--- config.mk ---
export PLATFORM = sky130hd
export DESIGN_NAME = multi_clock_divider_flat
export DESIGN_NICKNAME = d
export VERILOG_FILES = /design/src/rtl/multi_clock_divider_if.sv /design/src/rtl/multi_clock_divider.sv /design/src/flat_wrapper.sv
export SDC_FILE = /design/constraint.sdc
export NUM_CORES = 1
export LEC_CHECK = 0
export BUFFER_PORTS_ARGS = -buffer_cell sky130_fd_sc_hd__buf_2
export CORE_MARGIN = 2
export CORE_UTILIZATION = 37
export CTS_CLUSTER_DIAMETER = 200
export DETAILED_ROUTE_END_ITERATION = 10
export GPL_TIMING_DRIVEN = 0
export PLACE_DENSITY = 0.59
export SLEW_MARGIN = 20
export SYNTH_ARGS = -nofsm -noshare
export SYNTH_HDL_FRONTEND = slang
export SYNTH_SLANG_ARGS = --single-unit
--- constraint.sdc ---
create_clock -name clk -period 31.6 [get_ports clk]
set_input_delay 6.32 -clock clk [delete_from_list [all_inputs] [get_ports clk]]
set_output_delay 6.32 -clock clk [all_outputs]
set_load 0.01 [all_outputs]
--- src/rtl/multi_clock_divider_if.sv ---
// Control/status bundle for multi_clock_divider: per-channel enables, divisor
// write port, sync pulse, and the divided clock, tick and pending outputs.
interface multi_clock_divider_if #(
  parameter int unsigned CHANNELS = 4,
  parameter int unsigned WIDTH    = 32
);
  localparam int unsigned SelW = (CHANNELS > 1) ? $clog2(CHANNELS) : 1;

  logic [CHANNELS-1:0] en;
  logic                div_wr;
  logic [SelW-1:0]     div_sel;
  logic [WIDTH-1:0]    div_data;
  logic                sync;
  logic [CHANNELS-1:0] clk_out;
  logic [CHANNELS-1:0] tick;
  logic [CHANNELS-1:0] div_pending;

  modport master (
    output en, div_wr, div_sel, div_data, sync,
    input  clk_out, tick, div_pending
  );

  modport slave (
    input  en, div_wr, div_sel, div_data, sync,
    output clk_out, tick, div_pending
  );
endinterface

--- src/rtl/multi_clock_divider.sv ---
// Multi-channel programmable clock divider with glitch-free shadowed divisor updates.
// Optional channel phase alignment via the sync pulse when MULTI_CLKDIV_SYNC_EN is defined.
module multi_clock_divider #(
  parameter int unsigned CHANNELS    = 4,
  parameter int unsigned WIDTH       = 32,
  parameter int unsigned DEFAULT_DIV = 50000000
) (
  input logic                  clk,
  input logic                  reset,
  multi_clock_divider_if.slave bus
);
  localparam logic [WIDTH-1:0] DefDiv = WIDTH'(DEFAULT_DIV);

  logic [WIDTH-1:0]    r_count      [CHANNELS];
  logic [WIDTH-1:0]    r_div_active [CHANNELS];
  logic [WIDTH-1:0]    r_div_shadow [CHANNELS];
  logic [CHANNELS-1:0] r_pending;
  logic [CHANNELS-1:0] r_clk_out;
  logic [CHANNELS-1:0] r_tick;

  logic [WIDTH-1:0]    w_count_d      [CHANNELS];
  logic [WIDTH-1:0]    w_div_active_d [CHANNELS];
  logic [WIDTH-1:0]    w_div_shadow_d [CHANNELS];
  logic [WIDTH-1:0]    w_div_eff      [CHANNELS];
  logic [CHANNELS-1:0] w_pending_d;
  logic [CHANNELS-1:0] w_clk_out_d;
  logic [CHANNELS-1:0] w_tick_d;
  logic [CHANNELS-1:0] w_term;
  logic [CHANNELS-1:0] w_apply;
  logic [CHANNELS-1:0] w_wr_hit;
  logic                w_sync;

`ifdef MULTI_CLKDIV_SYNC_EN
  assign w_sync = bus.sync;
`else
  logic unused_sync;
  assign unused_sync = bus.sync;
  assign w_sync      = 1'b0;
`endif

  always_comb begin
    for (int i = 0; i < CHANNELS; i++) begin
      // A programmed divisor of 0 behaves as divide-by-1.
      w_div_eff[i] = (r_div_active[i] == '0) ? WIDTH'(1) : r_div_active[i];
      w_term[i]    = bus.en[i] && (r_count[i] == w_div_eff[i] - WIDTH'(1));
      w_wr_hit[i]  = bus.div_wr && (int'(bus.div_sel) == i);
      w_apply[i]   = w_term[i] || !bus.en[i] || w_sync;

      w_count_d[i]   = r_count[i] + WIDTH'(1);
      w_tick_d[i]    = 1'b0;
      w_clk_out_d[i] = r_clk_out[i];
      if (w_sync || !bus.en[i]) begin
        w_count_d[i]   = '0;
        w_clk_out_d[i] = 1'b0;
      end else if (w_term[i]) begin
        w_count_d[i]   = '0;
        w_tick_d[i]    = 1'b1;
        w_clk_out_d[i] = ~r_clk_out[i];
      end

      // Apply uses the pre-write shadow, so a coincident write stays pending.
      w_div_active_d[i] = w_apply[i] ? r_div_shadow[i] : r_div_active[i];
      w_div_shadow_d[i] = w_wr_hit[i] ? bus.div_data : r_div_shadow[i];
      w_pending_d[i]    = w_wr_hit[i] | (r_pending[i] & ~w_apply[i]);
    end
  end

  always_ff @(posedge clk or posedge reset) begin
    if (reset) begin
      for (int i = 0; i < CHANNELS; i++) begin
        r_count[i]      <= '0;
        r_div_active[i] <= DefDiv;
        r_div_shadow[i] <= DefDiv;
      end
      r_pending <= '0;
      r_clk_out <= '0;
      r_tick    <= '0;
    end else begin
      for (int i = 0; i < CHANNELS; i++) begin
        r_count[i]      <= w_count_d[i];
        r_div_active[i] <= w_div_active_d[i];
        r_div_shadow[i] <= w_div_shadow_d[i];
      end
      r_pending <= w_pending_d;
      r_clk_out <= w_clk_out_d;
      r_tick    <= w_tick_d;
    end
  end

  assign bus.clk_out     = r_clk_out;
  assign bus.tick        = r_tick;
  assign bus.div_pending = r_pending;
endmodule

--- src/flat_wrapper.sv ---
// flat-port wrapper written by rule: the top's interface ports become plain ports
module multi_clock_divider_flat 
#(
  parameter int unsigned CHANNELS    = 4,
  parameter int unsigned WIDTH       = 32,
  parameter int unsigned DEFAULT_DIV = 50000000
)
  (clk, reset, bus_en, bus_div_wr, bus_div_sel, bus_div_data, bus_sync, bus_clk_out, bus_tick, bus_div_pending);
  multi_clock_divider_if #(.CHANNELS(CHANNELS), .WIDTH(WIDTH)) bus_i ();
  input logic clk;
  input logic reset;
  input wire logic [$bits(bus_i.en)-1:0] bus_en;
  input wire logic [$bits(bus_i.div_wr)-1:0] bus_div_wr;
  input wire logic [$bits(bus_i.div_sel)-1:0] bus_div_sel;
  input wire logic [$bits(bus_i.div_data)-1:0] bus_div_data;
  input wire logic [$bits(bus_i.sync)-1:0] bus_sync;
  output wire logic [$bits(bus_i.clk_out)-1:0] bus_clk_out;
  output wire logic [$bits(bus_i.tick)-1:0] bus_tick;
  output wire logic [$bits(bus_i.div_pending)-1:0] bus_div_pending;
  assign bus_i.en = bus_en;
  assign bus_i.div_wr = bus_div_wr;
  assign bus_i.div_sel = bus_div_sel;
  assign bus_i.div_data = bus_div_data;
  assign bus_i.sync = bus_sync;
  assign bus_clk_out = bus_i.clk_out;
  assign bus_tick = bus_i.tick;
  assign bus_div_pending = bus_i.div_pending;
  multi_clock_divider #(.CHANNELS(CHANNELS), .WIDTH(WIDTH), .DEFAULT_DIV(DEFAULT_DIV)) u_core (.clk(clk), .reset(reset), .bus(bus_i));
endmodule
==> run summary, run 1 <==
Area fraction in compound gates after synthesis: 6.06%. The worst setup path is launched from an input port. The slew at the pin closest to its max-slew limit was 0.938 ns; the die boundary width was 245 um. The die covers 60100 sq um. Non-filler instance count after layout: 2948. TritonCTS built the clock tree. Across the whole layout, storage elements account for 10000 sq um. After synthesis, the share of flip-flops with an asynchronous set or reset is 100%. The portion of synthesized area spent on multiplexers is 14.7%. The pre-antenna-repair detailed-routing pass consisted of 5 iterations. The worst hold path belongs to the class reg -> reg. The finished cells cover 24400 sq um. The slowest stage of the critical path belongs to the cell sky130_fd_sc_hd__nor3b_1. The initial utilization of the core area, before any placement, comes to 37.4%. The height of the die came out at 245 um. The tools report the standby leakage power as 9.52 nW. The logs give 0 for the final-report max-slew violation count and 396 for the CTS sink count. The congestion estimate from routability-driven global placement came to 0.885. Power spread over the standard cell area amounts to 60.8 nW/um^2.

In this run the worst setup path begins at bus_div_sel[1]. The H-tree was split into 2 levels. The total number of nets in the final design is 2195. The critical path arrival was 8.16 ns; the final number of hold-violating endpoints was 0.

Count of unique library cells instantiated by Yosys: 80. The gate count after technology mapping came out at 2044. The run finished with clean final reports. In this run the register-to-register setup slack is 25.72 ns. Following the worst setup path forward leads to its endpoint at u_core.r_div_shadow[104]$_DFFE_PP0P_.

The maximum number of pins on one net before global-route repair came out at 109. The achievable clock frequency is 0.130 GHz. The number of gates resized after CTS was 0. For the final routed database, the setup TNS stands at 0 ns. For the number of nets still failing antenna checks after routing, the log shows 0.

The via count of the first global-routing pass is 15995. The first routing iteration left 969 violations. The signal on the critical path passes through buf_2 > nor3b_1 > clkbuf_1 > mux2_2. In this run the critical register-to-register path is captured at u_core.r_count[122]$_DFF_PP0_. The tools report the number of placed instances with taps included as 2865. The CTS buffer count is 43, and the number of buffers added to fix hold violations after cts is 0. Summed over all layers, the global routing overflow is 0. In this design, the stage delay of the slowest critical-path cell is 0.68 ns.

Summing the areas of all fa, ha and maj instances in the mapped netlist gives 0.465% of the synthesized area. The synthesized netlist occupies a cell area of 21500 sq um. The library cells used most frequently in the layout, excluding fill and tap cells, are sky130_fd_sc_hd__dfrtp_1 (300), sky130_fd_sc_hd__nor2_1 (241), sky130_fd_sc_hd__mux2_2 (233). The detailed placer's ending HPWL was 40700 um. The worst setup path is captured at a flip-flop. By area, the combinational part of the netlist is dominated by simple AND/OR/NAND/NOR gates. Predominant post-synthesis flop cell: sky130_fd_sc_hd__dfrtp_1. Mean cell area of the mapped netlist: 10.5 sq um.

Wires add up to 55300 um. The critical path's top delay family is buffers and inverters. In the routed layout, each cell is associated on average with a via count of 5.41.

The run gives 0.58 ns as the worst-skew pair later-pin latency. The first global-routing pass estimated 88700 um of wire. Of all nets on the critical path, the largest fanout is 10. The number of flip-flops and latches in the synthesized netlist works out to 396. The number of antenna violations at the first check in global routing is 3, and the area overhead of the layout relative to synthesis is 13.1%. The count of buffer and inverter cells on the critical path is 2, and the worst hold margin is 0.485 ns. The post-detailed-route wirelength per cell is 18.8 um. Once the clock tree was built, the setup fixing pass inserted 0 buffers.

When the netlist entered floorplanning its net count stood at 2094. The worst-case IR drop observed on VDD is 0.0370 mV. In the final layout, the multi-input gates occupy 10900 sq um. The floorplan step defined a core boundary enclosing 57600 sq um. The library cell used most frequently in the layout, excluding fill and tap cells, is sky130_fd_sc_hd__dfrtp_1. In the routed design, unresolved DRC markers number 0. The tree is rooted in a sky130_fd_sc_hd__clkbuf_16. Fraction of final layout cells with drive strength greater than 1: 23.6%. The critical path is of the in -> reg type. Across all layers, the routed design uses 15934 vias. Global routing consumed, over all layers together, 18.6% of the routing resources.

In the finished design, the share of the clock period the worst path needs comes to 24.4%. Clock skew on the completed layout was measured at 0.0151 ns. Setup repair after global routing left no endpoint under its margin.

Summing the sequential cell areas from Yosys gives 46.6% of the chip area. The count of final setup violators is 0, and the I/O pin count is 54. The worst reg2reg path startpoint was u_core.r_div_active[117]$_DFFE_PP1P_. The floorplan has 88 rows. The time the final worst path needs with I/O delays and setup was 7.70 ns.

The synthesized netlist devotes 18.9% of its cell area to simple gates. The number of cell instances on the worst register-to-register path was 17; the total placed instance area was 22900 sq um. The critical path runs through a total of 4 cells.

Data on the critical path is required at its endpoint by 32.06 ns. The tool flagged a number of max-cap violations equal to 0. The count of buffers added on input and output ports is 52. The layout has 5528 filler cells. For the maximum buffer depth of the clock tree, the log shows 3.

Yosys mapped a number of flops with a built-in enable equal to 0. The synthesized netlist devotes 10.5% of its cell area to XOR and XNOR gates. The number of warnings printed during yosys synthesis is 0.

The clock edge transition at the registers on the reported setup and hold paths was 0.06 ns; the utilization of the core after routing was 42.3%. Measured against its own limit, the worst slew margin works out to 37.0%.
final cells by class:
class	count	share of cell area, %
inverter	40	0.647
tap	765	3.93
clock buffer	63	5.36
antenna	4	0.0411
clock inverter	16	0.622
multi-input combinational	1513	44.9
buffer	95	1.83
sequential	396	41.2
timing repair buffer	56	1.52
report_power, final:
part	internal [mW]	total, mW	switching, mW
Combinational	0.137	0.295	0.158
Sequential	0.599	0.671	0.0723
Clock	0.304	0.516	0.212
Total	1.04	1.48	0.442
metal layers:
layer,global-route usage [%],wire (um),vias to the layer above
met2,29.5,25200,300
li1,-,-,7527
met4,4.59,1070,0
met1,26.3,25900,8034
met3,3.15,3180,73
met5,0,0,-
state kept, by name (all words and copies together), names as in the netlist:
name,count
u_core.r_count,128
u_core.r_div_active,128
u_core.r_div_shadow,128
u_core.bus.clk_out,4
u_core.bus.div_pending,4
u_core.bus.tick,4
how the worst min path moves through the flow:
stage,from,end,slack [ns],cells after the start
global placement,u_core.r_div_shadow[74]$_DFFE_PP0P_,u_core.r_div_active[74]$_DFFE_PP0P_,0.47,1
floorplan,u_core.r_div_shadow[0]$_DFFE_PP0P_,u_core.r_div_active[0]$_DFFE_PP0P_,0.46,1
detailed placement,u_core.r_div_shadow[75]$_DFFE_PP0P_,u_core.r_div_active[75]$_DFFE_PP0P_,0.48,1
CTS,u_core.r_div_shadow[4]$_DFFE_PP0P_,u_core.r_div_active[4]$_DFFE_PP0P_,0.49,1
global route,u_core.r_div_shadow[106]$_DFFE_PP0P_,u_core.r_div_active[106]$_DFFE_PP0P_,0.51,1
finish,u_core.r_div_shadow[75]$_DFFE_PP0P_,u_core.r_div_active[75]$_DFFE_PP0P_,0.48,1
through the flow:
stage                     power, mW  worst slack, ns
after global routing           1.56            23.81
after detailed placement      0.973            23.37
after floorplan               0.881            14.43
after global placement        0.960            10.40
final                          1.48            23.90
after CTS                      1.50            23.96
synth_stat cells, types with 19 or more instances:
master	count	area share, %
sky130_fd_sc_hd__a21oi_1	25	0.58
sky130_fd_sc_hd__xnor2_1	150	6.1
sky130_fd_sc_hd__nand3_1	85	2.0
sky130_fd_sc_hd__inv_1	40	0.70
sky130_fd_sc_hd__nor2_1	241	4.2
sky130_fd_sc_hd__or3_1	24	0.70
sky130_fd_sc_hd__buf_2	20	0.46
sky130_fd_sc_hd__dfstp_2	96	12
sky130_fd_sc_hd__mux2i_1	24	1.1
sky130_fd_sc_hd__xor2_1	108	4.4
sky130_fd_sc_hd__nor4_1	53	1.5
sky130_fd_sc_hd__nand2_1	103	1.8
sky130_fd_sc_hd__or4_1	38	1.3
sky130_fd_sc_hd__clkbuf_1	64	1.1
sky130_fd_sc_hd__mux2_1	27	1.4
sky130_fd_sc_hd__and3_1	24	0.70
sky130_fd_sc_hd__dfrtp_1	300	35
sky130_fd_sc_hd__o21ai_0	20	0.46
sky130_fd_sc_hd__nor3_1	60	1.4
sky130_fd_sc_hd__mux2_2	233	12
sky130_fd_sc_hd__nand4_1	36	1.0
sky130_fd_sc_hd__nand2b_1	19	0.55
cell families after synthesis:
group                    Yosys count
XOR/XNOR                         258
buffers and inverters            135
flip-flops                       396
multiplexers                     284
AO/OA/AOI/OAI                    178
AND/OR/NAND/NOR                  785
adder cells (fa/ha/maj)            8
Power figures use the tool's default switching activity.
==> run 2: changes to the inputs <==
==> constraint.sdc (replaced) <==
create_clock -name clk -period 7.7 [get_ports clk]
set_input_delay 1.54 -clock clk [delete_from_list [all_inputs] [get_ports clk]]
set_output_delay 1.54 -clock clk [all_outputs]
set_load 0.01 [all_outputs]
==> run summary, run 2 (same netlist as run 1, synthesis figures left out) <==
The run finished with clean final reports. STA classifies the critical path endpoint as a flip-flop. The power density relative to cell area was 247 nW/um^2 (+310%); the final number of hold-violating endpoints was 0 (unchanged). The number of cell instances on the worst register-to-register path is 17 (unchanged).

For the number of antenna violations at the first check in global routing, the log shows 4 (+1). TritonCTS built the clock tree. The worst setup path is launched from a flip-flop. For the maximum number of pins on one net before global-route repair, the log shows 37 (-66%).

Setup repair after global routing left no endpoint under its margin. The post-route fraction of the period consumed by the critical path came out at 77.8%. The fraction of final layout cells with drive strength greater than 1 was 23.8% (+0.17 points); the final clock skew was 0.0103 ns (-0.00484 ns). The detailed placer's ending HPWL was 41600 um (+2.1%). The tools report the clock tree root buffer cell as sky130_fd_sc_hd__clkbuf_16. The logs give 0 (unchanged) for the remaining design rule violation count and 0 ns (unchanged) for the setup TNS. The critical path arrival was 6.44 ns (-1.72 ns).

The logs give 18.6% (-0.028 points) for the aggregate global-route resource usage and 44 (+2.3%) for the CTS buffer count. The via count of the first global-routing pass was 15904 (-0.57%). Worst-skew pair later-pin latency: 0.58 ns (about the same).

Class of the most critical setup path: reg -> reg. The logic gate share of total power was 20.1% (+0.2 points). The fraction of power consumed by sequential logic is 45.6% (+0.3 points), and the leftover overflow at the end of global routing is 0 (unchanged).

The commonest non-fill, non-tap cell in the layout was sky130_fd_sc_hd__dfrtp_1. The logs give 15970 (+0.23%) for the via count and 23000 sq um (+0.67%) for the total placed instance area. The area of the multi-input gates came out at 10900 sq um (unchanged).

The number of detailed-routing iterations run before antenna repair is 6 (+1). Initial core utilization: 37.4% (unchanged). Share of total power consumed by net switching: 30.1% (+0.26 points).

The total number of nets in the final design was 2205 (+0.46%); the number of nets still failing antenna checks after routing was 0 (unchanged). The peak supply drop is 0.220 mV (+490%), and the die boundary width is 245 um (unchanged). The number of rows in the core area was 88 (unchanged); the minimum setup slack in the final design was 1.71 ns (-22.19 ns).

The run gives 1.82 mW (+310%) as the switching component of the power. Relative max-transition margin: 35.5% (-1.4 points). For the setup fix buffers added after clock tree synthesis, the log shows 0 (unchanged). The I/O pin count is 54 (unchanged).

For the pre-CTS setup slack, the log shows 1.82 ns (-21.54 ns). The violation count after the first detailed-routing iteration is 929 (-4.1%). The largest registers in the layout are u_core.r_count: 128 flops, u_core.r_div_active: 128 flops, u_core.r_div_shadow: 128 flops. Largest fanout of any net on the critical path: 10 (unchanged). The post-detailed-route wirelength per cell is 18.8 um (+0.41%). Clock edge transition at the registers on the reported setup and hold paths: 0.06 ns (about the same).

The number of buffers added to fix hold violations after cts was 0 (unchanged). The top cell types in the final layout, fill and taps aside, are sky130_fd_sc_hd__dfrtp_1 (300), sky130_fd_sc_hd__nor2_1 (241), sky130_fd_sc_hd__mux2_2 (233). The run gives 60100 sq um (unchanged) as the overall die area. The max-capacitance violation count is 0 (unchanged), and the number of buffers added on ports is 52 (unchanged). For the finished layout, the period the worst path requires is 5.99 ns.

The core area was 57600 sq um (unchanged); the standby leakage power was 9.57 nW (+0.55%). The slew at the pin closest to its max-slew limit came out at 0.958 ns (+0.0197 ns). The logs give 3 (unchanged) for the maximum buffer depth of the clock tree and 0.167 GHz for the achievable clock frequency. Compared with the post-synthesis result, the final layout area differs by 13.6%. The run gives 6.05 mW (+310%) as the post-route total power. The depth of the worst hold-timing path works out to 1 (unchanged).

For the CTS sink count, the log shows 396 (unchanged). For the worst hold margin, the log shows 0.491 ns (+0.00654 ns). The quantity of gates resized following cts was 0 (unchanged); the count of fill cells added during filler insertion was 5507 (-0.38%). The final non-filler cell area came out at 24500 sq um (+0.44%). The critical path data required time is 8.16 ns (-23.90 ns), and the final-report max-slew violation count is 0 (unchanged). The run gives 4.23 mW (+310%) as the cell-internal power. The height of the die came out at 245 um (unchanged). The tools report the final weighted congestion in routability-driven placement as 0.868 (-1.9%).

The number of H-tree levels is 2 (unchanged). The worst min-delay path category is reg -> reg. The run gives 10000 sq um (unchanged) as the combined flip-flop and latch cell area. The wire length of the first global-routing pass is 88200 um (-0.47%). The run gives 55700 um (+0.71%) as the total detailed-routing wirelength. Clock network fraction of total power: 34.3% (-0.5 points). The detail-routed via count per cell was 5.40 (about the same); the count of final setup violators was 0 (unchanged).
run 2: cell types whose count changed in the layout (fill, tap and decap cells not counted), sizes merged:
cell	delta
buf	+9
bufinv	-1
clkbuf	+2
clkinv	+3
clkinvlp	-1
diode	-1
inv	-2
run 2: metrics by stage:
step           cells  utilization [%]
4_1_cts         2954             42.5
3_3_place_gp    2861             39.5
2_1_floorplan   2044                -
5_1_grt         2954             42.5
6_report        2957             42.5
3_5_place_dp    2874             40.0
run 2: layout make-up:
class / count / share of cell area [%]
clock buffer: 65 / 5.29
clock inverter: 15 / 0.491
buffer: 95 / 1.82
multi-input combinational: 1513 / 44.7
timing repair buffer: 65 / 2.16
inverter: 40 / 0.629
tap: 765 / 3.91
antenna: 3 / 0.0307
sequential: 396 / 41.0
run 2: path summary, 6_finish.rpt:
path | start | endpoint | slack, ns
min reg2reg | u_core.r_div_shadow[1]$_DFFE_PP0P_ | u_core.r_div_active[1]$_DFFE_PP0P_ | 0.49
min in group asynchronous | reset | u_core.bus.clk_out[1]$_DFFE_PP0P_ | 0.90
max | u_core.r_div_active[117]$_DFFE_PP1P_ | u_core.r_count[126]$_DFF_PP0_ | 1.71
max reg2reg | u_core.r_div_active[117]$_DFFE_PP1P_ | u_core.r_count[126]$_DFF_PP0_ | 1.71
max in group asynchronous | reset | u_core.r_div_shadow[109]$_DFFE_PP1P_ | 5.38
min | u_core.r_div_shadow[1]$_DFFE_PP0P_ | u_core.r_div_active[1]$_DFFE_PP0P_ | 0.49
run 2: critical path, cell delays in order (launching register included):
cell and delay (ns):
sky130_fd_sc_hd__dfstp_2 0.52, sky130_fd_sc_hd__clkbuf_1 0.38, sky130_fd_sc_hd__nor4_1 0.19, sky130_fd_sc_hd__nand2_1 0.30
sky130_fd_sc_hd__nor2_1 0.17, sky130_fd_sc_hd__a31oi_1 0.30, sky130_fd_sc_hd__ha_1 0.35, sky130_fd_sc_hd__or4b_2 0.66
sky130_fd_sc_hd__nor4_1 0.65, sky130_fd_sc_hd__nand4b_1 0.20, sky130_fd_sc_hd__mux2_2 0.33, sky130_fd_sc_hd__a21oi_1 0.16
sky130_fd_sc_hd__nand4_1 0.15, sky130_fd_sc_hd__o31ai_1 0.38, sky130_fd_sc_hd__buf_2 0.34, sky130_fd_sc_hd__buf_2 0.37
sky130_fd_sc_hd__buf_2 0.32, sky130_fd_sc_hd__nor2_1 0.08
run 2: power groups by stage:
| stage | Clock, mW | Sequential [mW] | Combinational [mW] |
|---|---|---|---|
| after floorplan | 0 | 2.68 | 0.940 |
| after global placement | 0 | 2.79 | 1.16 |
| after detailed placement | 0 | 2.79 | 1.21 |
| after CTS | 2.14 | 2.76 | 1.22 |
| after global routing | 2.22 | 2.80 | 1.35 |
| final | 2.08 | 2.76 | 1.22 |
run 2: metal layers:
metal  up-vias  wire length [um]  global-route usage, %
met5         -                 0                      0
met4         0               962                   4.47
met3        74              2560                   2.53
met2       336             25300                   29.5
met1      8008             26900                   26.7
li1       7552                 -                      -
==> run 3: changes to the inputs <==
--- a/config.mk
+++ b/config.mk
@@ -5,6 +5,7 @@
 export SDC_FILE = /design/constraint.sdc
 export NUM_CORES = 1
 export LEC_CHECK = 0
+export ABC_AREA = 1
 export BUFFER_PORTS_ARGS = -buffer_cell sky130_fd_sc_hd__buf_2
 export CORE_MARGIN = 2
 export CORE_UTILIZATION = 37
==> constraint.sdc (replaced) <==
create_clock -name clk -period 6 [get_ports clk]
set_input_delay 1.2 -clock clk [delete_from_list [all_inputs] [get_ports clk]]
set_output_delay 1.2 -clock clk [all_outputs]
set_load 0.01 [all_outputs]
==> run summary, run 3 <==
The number of flip-flops and latches in the synthesized netlist is 396 (unchanged), and the achievable clock frequency is 0.246 GHz (+47%). Initial core utilization: 37.3% (-0.092 points). For the via count of the first global-routing pass, the log shows 19603 (+23%). Relative max-transition margin: 48.1% (+13 points). The utilization of the core after routing was 42.3% (-0.23 points); the total number of nets in the final design was 3228 (+46%). The post-route fraction of the period consumed by the critical path is 67.8% (-10 points), and the detail-routed via count per cell is 4.93 (-8.7%). The run gives 20.8% (+0.7 points) as the logic gate share of total power. The largest fanout of any net on the critical path is 10 (unchanged), and the core area is 61500 sq um (+6.8%). The total met2 wirelength after detailed routing was 27700 um (+9.3%). The number of buffers added to fix hold violations after cts is 0 (unchanged).

The arithmetic-cell share of the synthesized area counting full adders, half adders and majority gates is 0.436% (-0.028 points). Kind of start point of the critical path: a flip-flop. The number of flops mapped to enable cells by yosys was 0 (unchanged). The root buffer cell chosen for the clock tree is sky130_fd_sc_hd__clkbuf_16. The aggregate global-route resource usage was 20.6% (+2.0 points); the number of warnings printed during yosys synthesis was 0 (unchanged). For the final number of hold-violating endpoints, the log shows 0 (unchanged). The count of final setup violators was 0 (unchanged); the fraction of final layout cells with drive strength greater than 1 was 10.7% (-13 points). The run gives 4.53 ns (-1.91 ns) as the critical path arrival.

The flow ran to the end, and the final reports show no timing, DRC or antenna violations. Setup repair after global routing left no endpoint under its margin. The slew at the pin closest to its max-slew limit works out to 0.772 ns (-0.186 ns). Leaving out fill and tap cells, the most frequent cells in the layout are sky130_fd_sc_hd__nand2_1 (837), sky130_fd_sc_hd__nor2_1 (465), sky130_fd_sc_hd__dfrtp_1 (300). Overall die area: 64000 sq um (+6.4%).

The critical path is of the reg -> reg type. The run gives 64500 um (+16%) as the total detailed-routing wirelength. Power density relative to cell area: 302 nW/um^2 (+22%). The via count was 19755 (+24%). The largest family of logic cells by synthesized area is simple AND/OR/NAND/NOR gates. Cell-internal power: 5.33 mW (+26%). Time the final worst path needs with I/O delays and setup: 4.07 ns (-1.92 ns). The remaining design rule violation count came out at 0 (unchanged). Ranked by total cell area, the synthesized netlist is headed by sky130_fd_sc_hd__dfrtp_1 (33%), sky130_fd_sc_hd__nand2_1 (14%), sky130_fd_sc_hd__dfstp_2 (11%), sky130_fd_sc_hd__nor2_1 (7.6%), sky130_fd_sc_hd__xor2_1 (6.9%). The maximum buffer depth of the clock tree is 3 (unchanged). The post-detailed-route wirelength per cell is 16.1 um (-15%).

The quantity of gates resized following cts is 0 (unchanged), and the number of H-tree levels is 2 (unchanged). The largest registers in the layout are u_core.r_count: 128 flops, u_core.r_div_active: 128 flops, u_core.r_div_shadow: 128 flops. The max-capacitance violation count is 0 (unchanged), and the fraction of synthesized area in multiplexers is 0% (-15 points). The tools report the leftover overflow at the end of global routing as 0 (unchanged). For the count of unique library cells instantiated by Yosys, the log shows 47 (-41%).

The library cell used most frequently in the layout, excluding fill and tap cells, is sky130_fd_sc_hd__nand2_1. The tools report the number of detailed-routing iterations run before antenna repair as 5 (-1). The die boundary width is 253 um (+3.2%), and the share of the yosys chip area belonging to registers is 43.7% (-2.8 points). The critical path data required time was 6.47 ns (-1.69 ns). Counting instances in the post-synthesis netlist gives the leading cell types as sky130_fd_sc_hd__nand2_1 (837), sky130_fd_sc_hd__nor2_1 (465), sky130_fd_sc_hd__dfrtp_1 (300), sky130_fd_sc_hd__inv_1 (289), sky130_fd_sc_hd__nand3_1 (287).

The mapped cell area was 22900 sq um (+6.5%). TritonCTS built the clock tree. The setup TNS came out at 0 ns (unchanged). The number of nets still failing antenna checks after routing is 0 (unchanged). The worst min-delay path category is reg -> reg.

The final-report max-slew violation count is 0 (unchanged). The clock network fraction of total power was 36.4% (+2.1 points); the number of rows in the core area was 91 (+3.4%). The area fraction of the dominant cell type after synthesis is 32.7% (-2.1 points). The async set-reset flop share out of synthesis is 100% (unchanged). Non-filler instance count after layout: 4008 (+36%).

The largest area contributor in the netlist was sky130_fd_sc_hd__dfrtp_1. The violation count after the first detailed-routing iteration was 1549 (+67%). The number of placed instances with taps included was 3922 (+36%); the xor/xnor cell area share of the yosys netlist was 9.91% (-0.58 points).

The run gives 3068 (+50%) as the gate count after technology mapping. The run gives 7.84 mW (+30%) as the post-route total power. Compared with the post-synthesis result, the final layout area differs by 13.3%. The area fraction in compound gates after synthesis was 4.22% (-1.8 points); the share of total power consumed by net switching was 32.1% (+2.0 points). The number of buffers added on ports works out to 50 (-3.8%).

The most numerous cell in the Yosys netlist is sky130_fd_sc_hd__nand2_1. The mean cell area of the mapped netlist works out to 7.47 sq um (-29%). The CTS buffer count is 44 (unchanged), and the final clock skew is 0.0189 ns (+0.00858 ns). The peak supply drop is 0.168 mV (-24%). Met1 routed wirelength after detailed routing: 32000 um (+19%). The run gives 105000 um (+19%) as the wire length of the first global-routing pass.

The post-synthesis net count came out at 3118 (+49%). The capturing element type of the critical path was a flip-flop. The switching component of the power is 2.51 mW (+38%). The met3 routed wirelength was 3680 um (+44%). In the synthesized netlist the dominant register cell turns out to be sky130_fd_sc_hd__dfrtp_1. The clock edge transition at the registers on the reported setup and hold paths is 0.06 ns (about the same), and the simple-gate share of the synthesized area is 34.6% (+16 points).

For the worst-skew pair later-pin latency, the log shows 0.59 ns (about the same). The fraction of power consumed by sequential logic was 42.8% (-2.8 points); the maximum number of pins on one net before global-route repair was 34 (-8.1%). The number of antenna violations at the first check in global routing is 4 (unchanged), and the CTS sink count is 396 (unchanged). The setup fix buffers added after clock tree synthesis is 0 (unchanged), and the worst hold margin is 0.455 ns (-0.0361 ns). The standby leakage power came out at 12.2 nW (+27%). For the I/O pin count, the log shows 54 (unchanged). Highest routing layer actually used: met4. The final weighted congestion in routability-driven placement was 0.910 (+4.8%); the height of the die was 253 um (+3.2%). The tools report the detailed placer's ending HPWL as 50000 um (+20%).
## run 3: changes by cell type in the layout (fill, tap and decap cells not counted), sizes merged, moves of 23 or more
cell    delta
clkbuf    -27
inv      +258
mux2     -260
mux2i     -24
nand2    +743
nand3    +210
nand4     +34
nor2     +253
nor4      -34
o21ai    +146
or3       -23
or4       -39
xnor2     -73
xor2      +72
## run 3: power groups by stage
stage	clock (mW)	combinational (mW)	sequential (mW)
6_report	2.85	1.63	3.36
5_1_grt	3.03	1.89	3.40
4_1_cts	2.92	1.63	3.36
3_5_place_dp	0	1.62	3.40
3_3_place_gp	0	1.58	3.40
2_1_floorplan	0	1.24	3.28
## run 3: final timing paths
kind / from / to / slack [ns] / cells past startpoint
min in group asynchronous: reset / u_core.r_div_shadow[26]$_DFFE_PP0P_ / 0.54 / 2
max in group asynchronous: reset / u_core.r_div_active[66]$_DFFE_PP0P_ / 3.87 / 8
hold reg to reg: u_core.r_div_shadow[84]$_DFFE_PP1P_ / u_core.r_div_active[84]$_DFFE_PP1P_ / 0.46 / 2
setup / recovery: u_core.r_div_active[15]$_DFFE_PP1P_ / u_core.r_div_active[29]$_DFFE_PP0P_ / 1.93 / 22
setup reg to reg: u_core.r_div_active[15]$_DFFE_PP1P_ / u_core.r_div_active[29]$_DFFE_PP0P_ / 1.93 / 22
hold / removal: u_core.r_div_shadow[84]$_DFFE_PP1P_ / u_core.r_div_active[84]$_DFFE_PP1P_ / 0.46 / 2
## run 3: critical path, cell delays in order, from the launching register on
cell and delay [ns]:
sky130_fd_sc_hd__dfstp_2 0.58, sky130_fd_sc_hd__nor2_1 0.09, sky130_fd_sc_hd__nand2_1 0.19, sky130_fd_sc_hd__nor2_1 0.09, sky130_fd_sc_hd__nand2_1 0.07, sky130_fd_sc_hd__nor2_1 0.05, sky130_fd_sc_hd__nor2_2 0.31, sky130_fd_sc_hd__ha_1 0.27
sky130_fd_sc_hd__nand3_2 0.13, sky130_fd_sc_hd__nor2_2 0.19, sky130_fd_sc_hd__nand2_1 0.18, sky130_fd_sc_hd__nor3_2 0.28, sky130_fd_sc_hd__nand3_1 0.18, sky130_fd_sc_hd__xor2_1 0.20, sky130_fd_sc_hd__nand3_1 0.09, sky130_fd_sc_hd__nor2_1 0.08
sky130_fd_sc_hd__nand2_1 0.05, sky130_fd_sc_hd__nor2_1 0.18, sky130_fd_sc_hd__nand2_1 0.11, sky130_fd_sc_hd__buf_2 0.25, sky130_fd_sc_hd__buf_6 0.19, sky130_fd_sc_hd__nand3_1 0.07, sky130_fd_sc_hd__nand2_1 0.07
## run 3: final cells by class
class	instances	area, sq um
Multi-Input combinational cell	2287	11300
Fill cell	6373	35500
Timing Repair Buffer	64	531
Buffer	84	499
Inverter	301	1130
Sequential cell	396	10000
Tap cell	790	988
Clock buffer	71	1350
Clock inverter	11	169
Antenna cell	4	10.0
## run 3: layer usage
layer | track usage (%) | vias up
met3 | 4.01 | 89
met1 | 30.1 | 9298
li1 | - | 9962
met5 | 0 | -
met2 | 31.5 | 406
met4 | 4.29 | 0
## run 3: metrics by stage
stage	setup slack [ns]	area [sq um]
3_5_place_dp	2.00	24500
5_1_grt	1.54	26000
2_1_floorplan	-0.451	22900
4_1_cts	1.98	26000
6_report	1.93	26000
3_3_place_gp	-3.03	24200
## run 3: logic make-up (layout without fill, tap and decap cells)
logic type      Yosys count  count (layout)
simple gates           1834            1834
flops                   396             396
buf+inv                 385             531
xor+xnor                258             258
compound gates          187             187
fa+ha+maj                 8               8
other cells               0               4
